==> src/rtl/move_scheduler.sv <==
// move_scheduler
//   Arbitrates paddle-move requests from the keyboard arrow keys and the
//   up/down push buttons. It issues at most one registered, single-cycle move
//   pulse per video frame, and a held request auto-repeats.
//
// Ports
//   clk         system clock (only clock)
//   reset       asynchronous active-low reset
//   frame_tick  one-cycle pulse per frame; decisions are taken only then
//   enable      low forces IDLE and blocks every move
//   kb_up/down  keyboard levels, asynchronous (synchronized here)
//   btn_up/down push-button levels, asynchronous (synchronized here)
//   move_up/dn  one-cycle move pulses, asserted the cycle after a tick
//   owner_valid a source currently owns the move channel
//   grant_src   last granted source (0 = keyboard, 1 = buttons)

// Per-input level synchronizer. The flops reset to 0.
module move_sync #(
  parameter int STAGES = 2
) (
  input  logic clk,
  input  logic reset,
  input  logic d,
  output logic q
);
  logic [STAGES-1:0] sync_pipe;

  always_ff @(posedge clk or negedge reset) begin
    if (!reset) sync_pipe <= '0;
    else        sync_pipe <= {sync_pipe[STAGES-2:0], d};
  end

  assign q = sync_pipe[STAGES-1];
endmodule

module move_scheduler #(
  parameter int SYNC_STAGES   = 2,
  parameter int REPEAT_DELAY  = 15,
  parameter int REPEAT_PERIOD = 4,
  parameter int CNT_W         = 6
) (
  input  logic clk,
  input  logic reset,
  input  logic frame_tick,
  input  logic enable,
  input  logic kb_up,
  input  logic kb_down,
  input  logic btn_up,
  input  logic btn_down,
  output logic move_up,
  output logic move_down,
  output logic owner_valid,
  output logic grant_src
);
  localparam int NUM_REQ = 4;
  localparam logic [CNT_W-1:0] DLY = CNT_W'(REPEAT_DELAY);
  localparam logic [CNT_W-1:0] PER = CNT_W'(REPEAT_PERIOD);

  typedef enum logic [1:0] {IDLE, HOLD, REPEAT} state_t;
  typedef enum logic [1:0] {DIR_NONE, DIR_UP, DIR_DN} dir_t;

  // Bit order: {btn_down, btn_up, kb_down, kb_up}
  logic [NUM_REQ-1:0] req_raw, req_s;
  assign req_raw = {btn_down, btn_up, kb_down, kb_up};

  for (genvar i = 0; i < NUM_REQ; i++) begin : g_sync
    move_sync #(.STAGES(SYNC_STAGES)) u_sync (
      .clk  (clk),
      .reset(reset),
      .d    (req_raw[i]),
      .q    (req_s[i])
    );
  end

  // Both directions pressed at once is treated as no request.
  function automatic dir_t decode(input logic up, input logic dn);
    if (up && !dn) return DIR_UP;
    if (dn && !up) return DIR_DN;
    return DIR_NONE;
  endfunction

  state_t           state;
  dir_t             owner_dir;
  logic             owner;
  logic             rr;
  logic [CNT_W-1:0] cnt;

  dir_t             kb_dir, btn_dir, own_dir, arb_dir;
  logic             kb_req, btn_req, arb_src;
  logic [CNT_W-1:0] cnt_inc, limit;

  assign kb_dir  = decode(req_s[0], req_s[1]);
  assign btn_dir = decode(req_s[2], req_s[3]);
  assign kb_req  = (kb_dir  != DIR_NONE);
  assign btn_req = (btn_dir != DIR_NONE);
  assign own_dir = owner ? btn_dir : kb_dir;

  // A tie goes to the source that rr points at. Otherwise the single
  // requester wins. When an owner releases, it is not requesting, so this
  // also picks the other source in the same tick.
  assign arb_src = (kb_req && btn_req) ? rr : btn_req;
  assign arb_dir = arb_src ? btn_dir : kb_dir;

  assign cnt_inc = cnt + CNT_W'(1);
  assign limit   = (state == HOLD) ? DLY : PER;

  always_ff @(posedge clk or negedge reset) begin
    if (!reset) begin
      state       <= IDLE;
      owner       <= 1'b0;
      owner_dir   <= DIR_NONE;
      cnt         <= '0;
      rr          <= 1'b0;
      move_up     <= 1'b0;
      move_down   <= 1'b0;
      owner_valid <= 1'b0;
      grant_src   <= 1'b0;
    end else begin
      move_up   <= 1'b0;
      move_down <= 1'b0;
      if (!enable) begin
        // rr and grant_src are held so that arbitration history survives.
        state       <= IDLE;
        cnt         <= '0;
        owner_valid <= 1'b0;
      end else if (frame_tick) begin
        if (state == IDLE || own_dir == DIR_NONE) begin
          if (kb_req || btn_req) begin
            move_up     <= (arb_dir == DIR_UP);
            move_down   <= (arb_dir == DIR_DN);
            owner       <= arb_src;
            owner_dir   <= arb_dir;
            rr          <= ~arb_src;
            grant_src   <= arb_src;
            cnt         <= '0;
            state       <= HOLD;
            owner_valid <= 1'b1;
          end else begin
            state       <= IDLE;
            cnt         <= '0;
            owner_valid <= 1'b0;
          end
        end else if (own_dir != owner_dir) begin
          // A reversal counts as a fresh press. Ownership is kept.
          move_up   <= (own_dir == DIR_UP);
          move_down <= (own_dir == DIR_DN);
          owner_dir <= own_dir;
          cnt       <= '0;
          state     <= HOLD;
        end else if (cnt_inc == limit) begin
          move_up   <= (owner_dir == DIR_UP);
          move_down <= (owner_dir == DIR_DN);
          cnt       <= '0;
          state     <= REPEAT;
        end else begin
          cnt <= cnt_inc;
        end
      end
    end
  end
endmodule

==> config.mk <==
export PLATFORM = sky130hd
export DESIGN_NAME = move_scheduler
export DESIGN_NICKNAME = d
export VERILOG_FILES = /design/src/rtl/move_scheduler.sv
export SDC_FILE = /design/constraint.sdc
export NUM_CORES = 1
export LEC_CHECK = 0
export CORE_ASPECT_RATIO = 1.4
export CORE_MARGIN = 5
export CORE_UTILIZATION = 40
export DETAILED_ROUTE_END_ITERATION = 7
export REMOVE_ABC_BUFFERS = 1
export SLEW_MARGIN = 20
export SYNTH_ARGS = -nofsm -noshare
export SYNTH_HDL_FRONTEND = slang
export SYNTH_SLANG_ARGS = --single-unit
==> constraint.sdc <==
create_clock -name clk -period 2.39 [get_ports clk]
set_clock_uncertainty 0.05 [all_clocks]
set_input_delay 0.478 -clock clk [delete_from_list [all_inputs] [get_ports clk]]
set_output_delay 0.478 -clock clk [all_outputs]
set_load 0.005 [all_outputs]
==> results.py, run 1 <==
metrics = {
    "grt": {
        "grt_pass1_vias": 894,
        "grt_start_max_net_pins": 24,
        "grt_pass1_wl_um": 4153,
        "antenna_found_initial": 0,
        "grtUsageTotal_pct": 11.95,
        "gr-total-overflow": 0,
    },
    "drt": {
        "drc": 0,
        "routed_via_density": 5.277,
        "routed_wl_um": 2407,
        "vias": 934,
        "dr.pass1.iters": 4,
        "wl_per_cell_um": 13.60,
        "ant_nets": 0,
        "drtIter0Drc": 16,
    },
    "yosys": {
        "seq_area_frac_synth_pct": 46.23,
        "yosysMostFrequentCell": "dfrtp_1",
        "synth_top_cell_by_area": "dfrtp_1",
        "synthCells": 121,
        "synth_edf_count": 0,
        "yosys_warnings": 0,
        "synth_top_area_share_pct": 46.23,
        "synth_commonest_cells": "dfrtp_1, inv_1, nor2_1, nand2_1, mux2i_1",
        "ys_ff_latch": 23,
        "synth_ff_type": "dfrtp_1",
        "async_flop_share_pct": 100.0,
        "syn_area_per_cell_um2": 10.29,
        "synth.cell_area_um2": 1245,
        "synth_area_leaders": "dfrtp_1, ha_1, mux2i_1, inv_1, nor2_1",
        "synth.distinct_cells": 39,
    },
    "power_and_ir_drop": {
        "switching_share_pct": 30.51,
        "ir_drop_mv": 0.2991,
        "p_per_area_nw_per_um2": 622.3,
        "switching_power_uw": 280.0,
        "seqPwrFrac_pct": 49.6,
        "total_leakage_power_nw": 0.6266,
        "clockPowerShare_pct": 26.1,
        "comb_power_share_pct": 24.3,
        "p_int_uw": 637.9,
    },
    "finish": {
        "design_area_um2": 1475,
        "final_cells": 177,
        "nNetsFinal": 152,
        "nFillCells": 305,
        "area_growth_pct": 18.49,
        "drive_gt1_share_pct": 13.04,
        "antennaDiodeCount": 0,
    },
    "sta": {
        "setup_tns_ns": 0,
        "period_share_pct": 88.59,
        "timing.slew.headroom_pct": 73.15,
        "setup_ws_ns": 0.2727,
        "rsz0062_at_grt": "false",
        "hold_viol": 0,
        "max_slew.worst_pin.slew_ns": 0.3916,
        "period_needed_ns": 2.117,
        "setup_viol": 0,
        "slew_violations": 0,
        "max_freq_mhz": 472.3,
    },
    "setup_path": {
        "arrival_ns": 2.23,
        "critPathBufInv": 0,
        "worst-r2r-setup-slack_ns": 0.27,
        "cpLargestDelayFamily": "compound AO/OA/AOI/OAI gates",
        "startpoint": "cnt[0]",
        "path_class": "reg2reg",
        "rr_endpoint": "move_down",
        "crit_path_top_delay_cell": "a2111oi_4",
        "critical_path_required_ns": 2.50,
        "slowest_delay_ns": 0.44,
        "path_cells": "ha_1 -> nor2b_1 -> o2111ai_2 -> a2111oi_4 -> a31oi_1 -> a2111oi_2",
        "endpoint": "move_down",
        "path_depth": 6,
        "cp-start-kind": "register",
        "rr_worst_depth": 6,
        "end_kind": "register",
        "r2r-start": "cnt[0]",
        "worstPathMaxFanout": 6,
    },
    "placed_design": {
        "postPlaceCellArea_um2": 1429,
        "post-place-ws_ns": 0.2911,
        "portBuffers": 11,
        "place_congestion": 0.7892,
        "place_inst": 173,
        "hpwl_um": 1822,
    },
    "cts": {
        "cts-buffers-inserted": 3,
        "post_cts_buffers": 0,
        "insertion_delay_ns": 0.26,
        "cts_num_sinks": 23,
        "cts.clk_slew.worst_paths_ns": 0.08,
        "cts_tree": "built",
        "ctsRootBufferMaster": "clkbuf_8",
        "clockBufferDepth": 2,
        "cts_resized": 0,
        "ctsHoldBuffers": 0,
        "htreeDepth": 1,
    },
    "outcome": {
        "status": "completed",
    },
    "floorplan": {
        "initial_core_util_pct": 40.65,
        "core_area_um2": 3063,
        "pin_count": 12,
        "rows": 24,
        "fp.dieW_um": 57.15,
        "die_h_um": 76.01,
        "die_area_um2": 4344,
    },
    "min_path": {
        "hold_path_class": "reg2reg",
    },
    "job": {
        "maxCapViolations": 0,
    },
}
## cell usage in the layout, fill, tap and decap left out, types with 2 or more instances in the layout
cell	instances
dfrtp_1	23
inv_1	11
nor2_1	11
clkdlybuf4s50_1	11
nand2_1	8
mux2i_1	6
buf_4	6
ha_1	5
a21oi_1	4
xnor2_1	3
nand3b_1	3
nand3_1	3
a31oi_1	3
o21ai_0	3
nor4_1	3
o21a_1	3
clkbuf_8	3
nor2b_1	2
a2111oi_2	2
a211oi_1	2
or3_1	2
nand4_1	2
a21boi_0	2
a31o_2	2
## state kept, by name, indices dropped and copies added (netlist names)
signal,count
cnt,6
g_sync.u_sync.sync_pipe,8
owner_dir,2
move_down,1
rr,1
owner_valid,1
owner,1
state,2
move_up,1
## power by group through the flow
stage                     logic (mW)  registers, mW  clock network, mW
after floorplan                0.141          0.457                  0
after global placement         0.221          0.463                  0
after detailed placement       0.223          0.465                  0
after CTS                      0.225          0.457              0.247
after global routing           0.248          0.463              0.261
final                          0.223          0.455              0.240
## metrics by stage
stage	hold WS (ns)	utilization, %	power [mW]
after floorplan	0.1324	-	0.5982
after global placement	0.2829	46.65	0.6838
after detailed placement	0.2856	46.65	0.6881
after CTS	0.3044	48.16	0.9299
after global routing	0.3108	48.16	0.9717
final	0.3011	48.16	0.9180
## how the worst min path moves through the flow
stage                                        startpoint                             to  slack [ns]  cells past startpoint
after CTS                 g_sync[3].u_sync.sync_pipe[0]  g_sync[3].u_sync.sync_pipe[1]        0.30                      0
after global placement    g_sync[0].u_sync.sync_pipe[0]  g_sync[0].u_sync.sync_pipe[1]        0.28                      0
final                     g_sync[3].u_sync.sync_pipe[0]  g_sync[3].u_sync.sync_pipe[1]        0.30                      0
after detailed placement  g_sync[3].u_sync.sync_pipe[0]  g_sync[3].u_sync.sync_pipe[1]        0.29                      0
after global routing      g_sync[3].u_sync.sync_pipe[0]  g_sync[3].u_sync.sync_pipe[1]        0.31                      0
after floorplan                                   reset                         cnt[0]        0.13                      0
## worst reg2reg max path, delay by kind of cell (launching register included)
| family | cells | cell delay [ns] |
|---|---|---|
| DFF | 1 | 0.43 |
| AOI/OAI and AO/OA | 4 | 1.06 |
| and+or+nand+nor | 1 | 0.14 |
| adders and majority gates | 1 | 0.34 |
## routing by layer
layer  global-route usage, %  share of wire [%]  vias up
met5                       0                  0        -
met4                   4.872               0.87        0
met3                   2.373                3.3        2
met2                   19.45                 50       13
met1                   15.24                 46      451
li1                        -                  -      468
## logic make-up (layout without fill, tap and decap cells)
logic type | after synthesis | in the layout | share of synthesized area, %
AO/OA/AOI/OAI | 29 | 29 | 20.00
XOR/XNOR | 3 | 3 | 2.111
adder cells (fa/ha/maj) | 5 | 5 | 5.025
buffers and inverters | 15 | 32 | 4.924
flip-flops | 23 | 23 | 46.23
multiplexers | 6 | 6 | 4.824
AND/OR/NAND/NOR | 40 | 40 | 16.89
## cell type report
| type | instances | area [um2] | share of cell area [%] |
|---|---|---|---|
| Multi-Input combinational cell | 83 | 608.1 | 41.22 |
| Clock inverter | 1 | 5.005 | 0.3393 |
| Timing Repair Buffer | 17 | 155.1 | 10.52 |
| Sequential cell | 23 | 575.6 | 39.02 |
| Tap cell | 39 | 48.80 | 3.308 |
| Clock buffer | 3 | 41.29 | 2.799 |
| Inverter | 11 | 41.29 | 2.799 |
Note: power is estimated with default switching activity, not from simulation.
==> run 2, diff against run 1 <==
- GPL_ROUTABILITY_DRIVEN: default -> 0
==> results of run 2 <==
Same layout as run 1: the final DEF is identical, and so are final timing and power.
==> run 3, diff against run 2 <==
- ABC_CLOCK_PERIOD_IN_PS: default -> 2390
==> results of run 3 <==
Same layout as run 1: the final DEF is identical, and so are final timing and power.
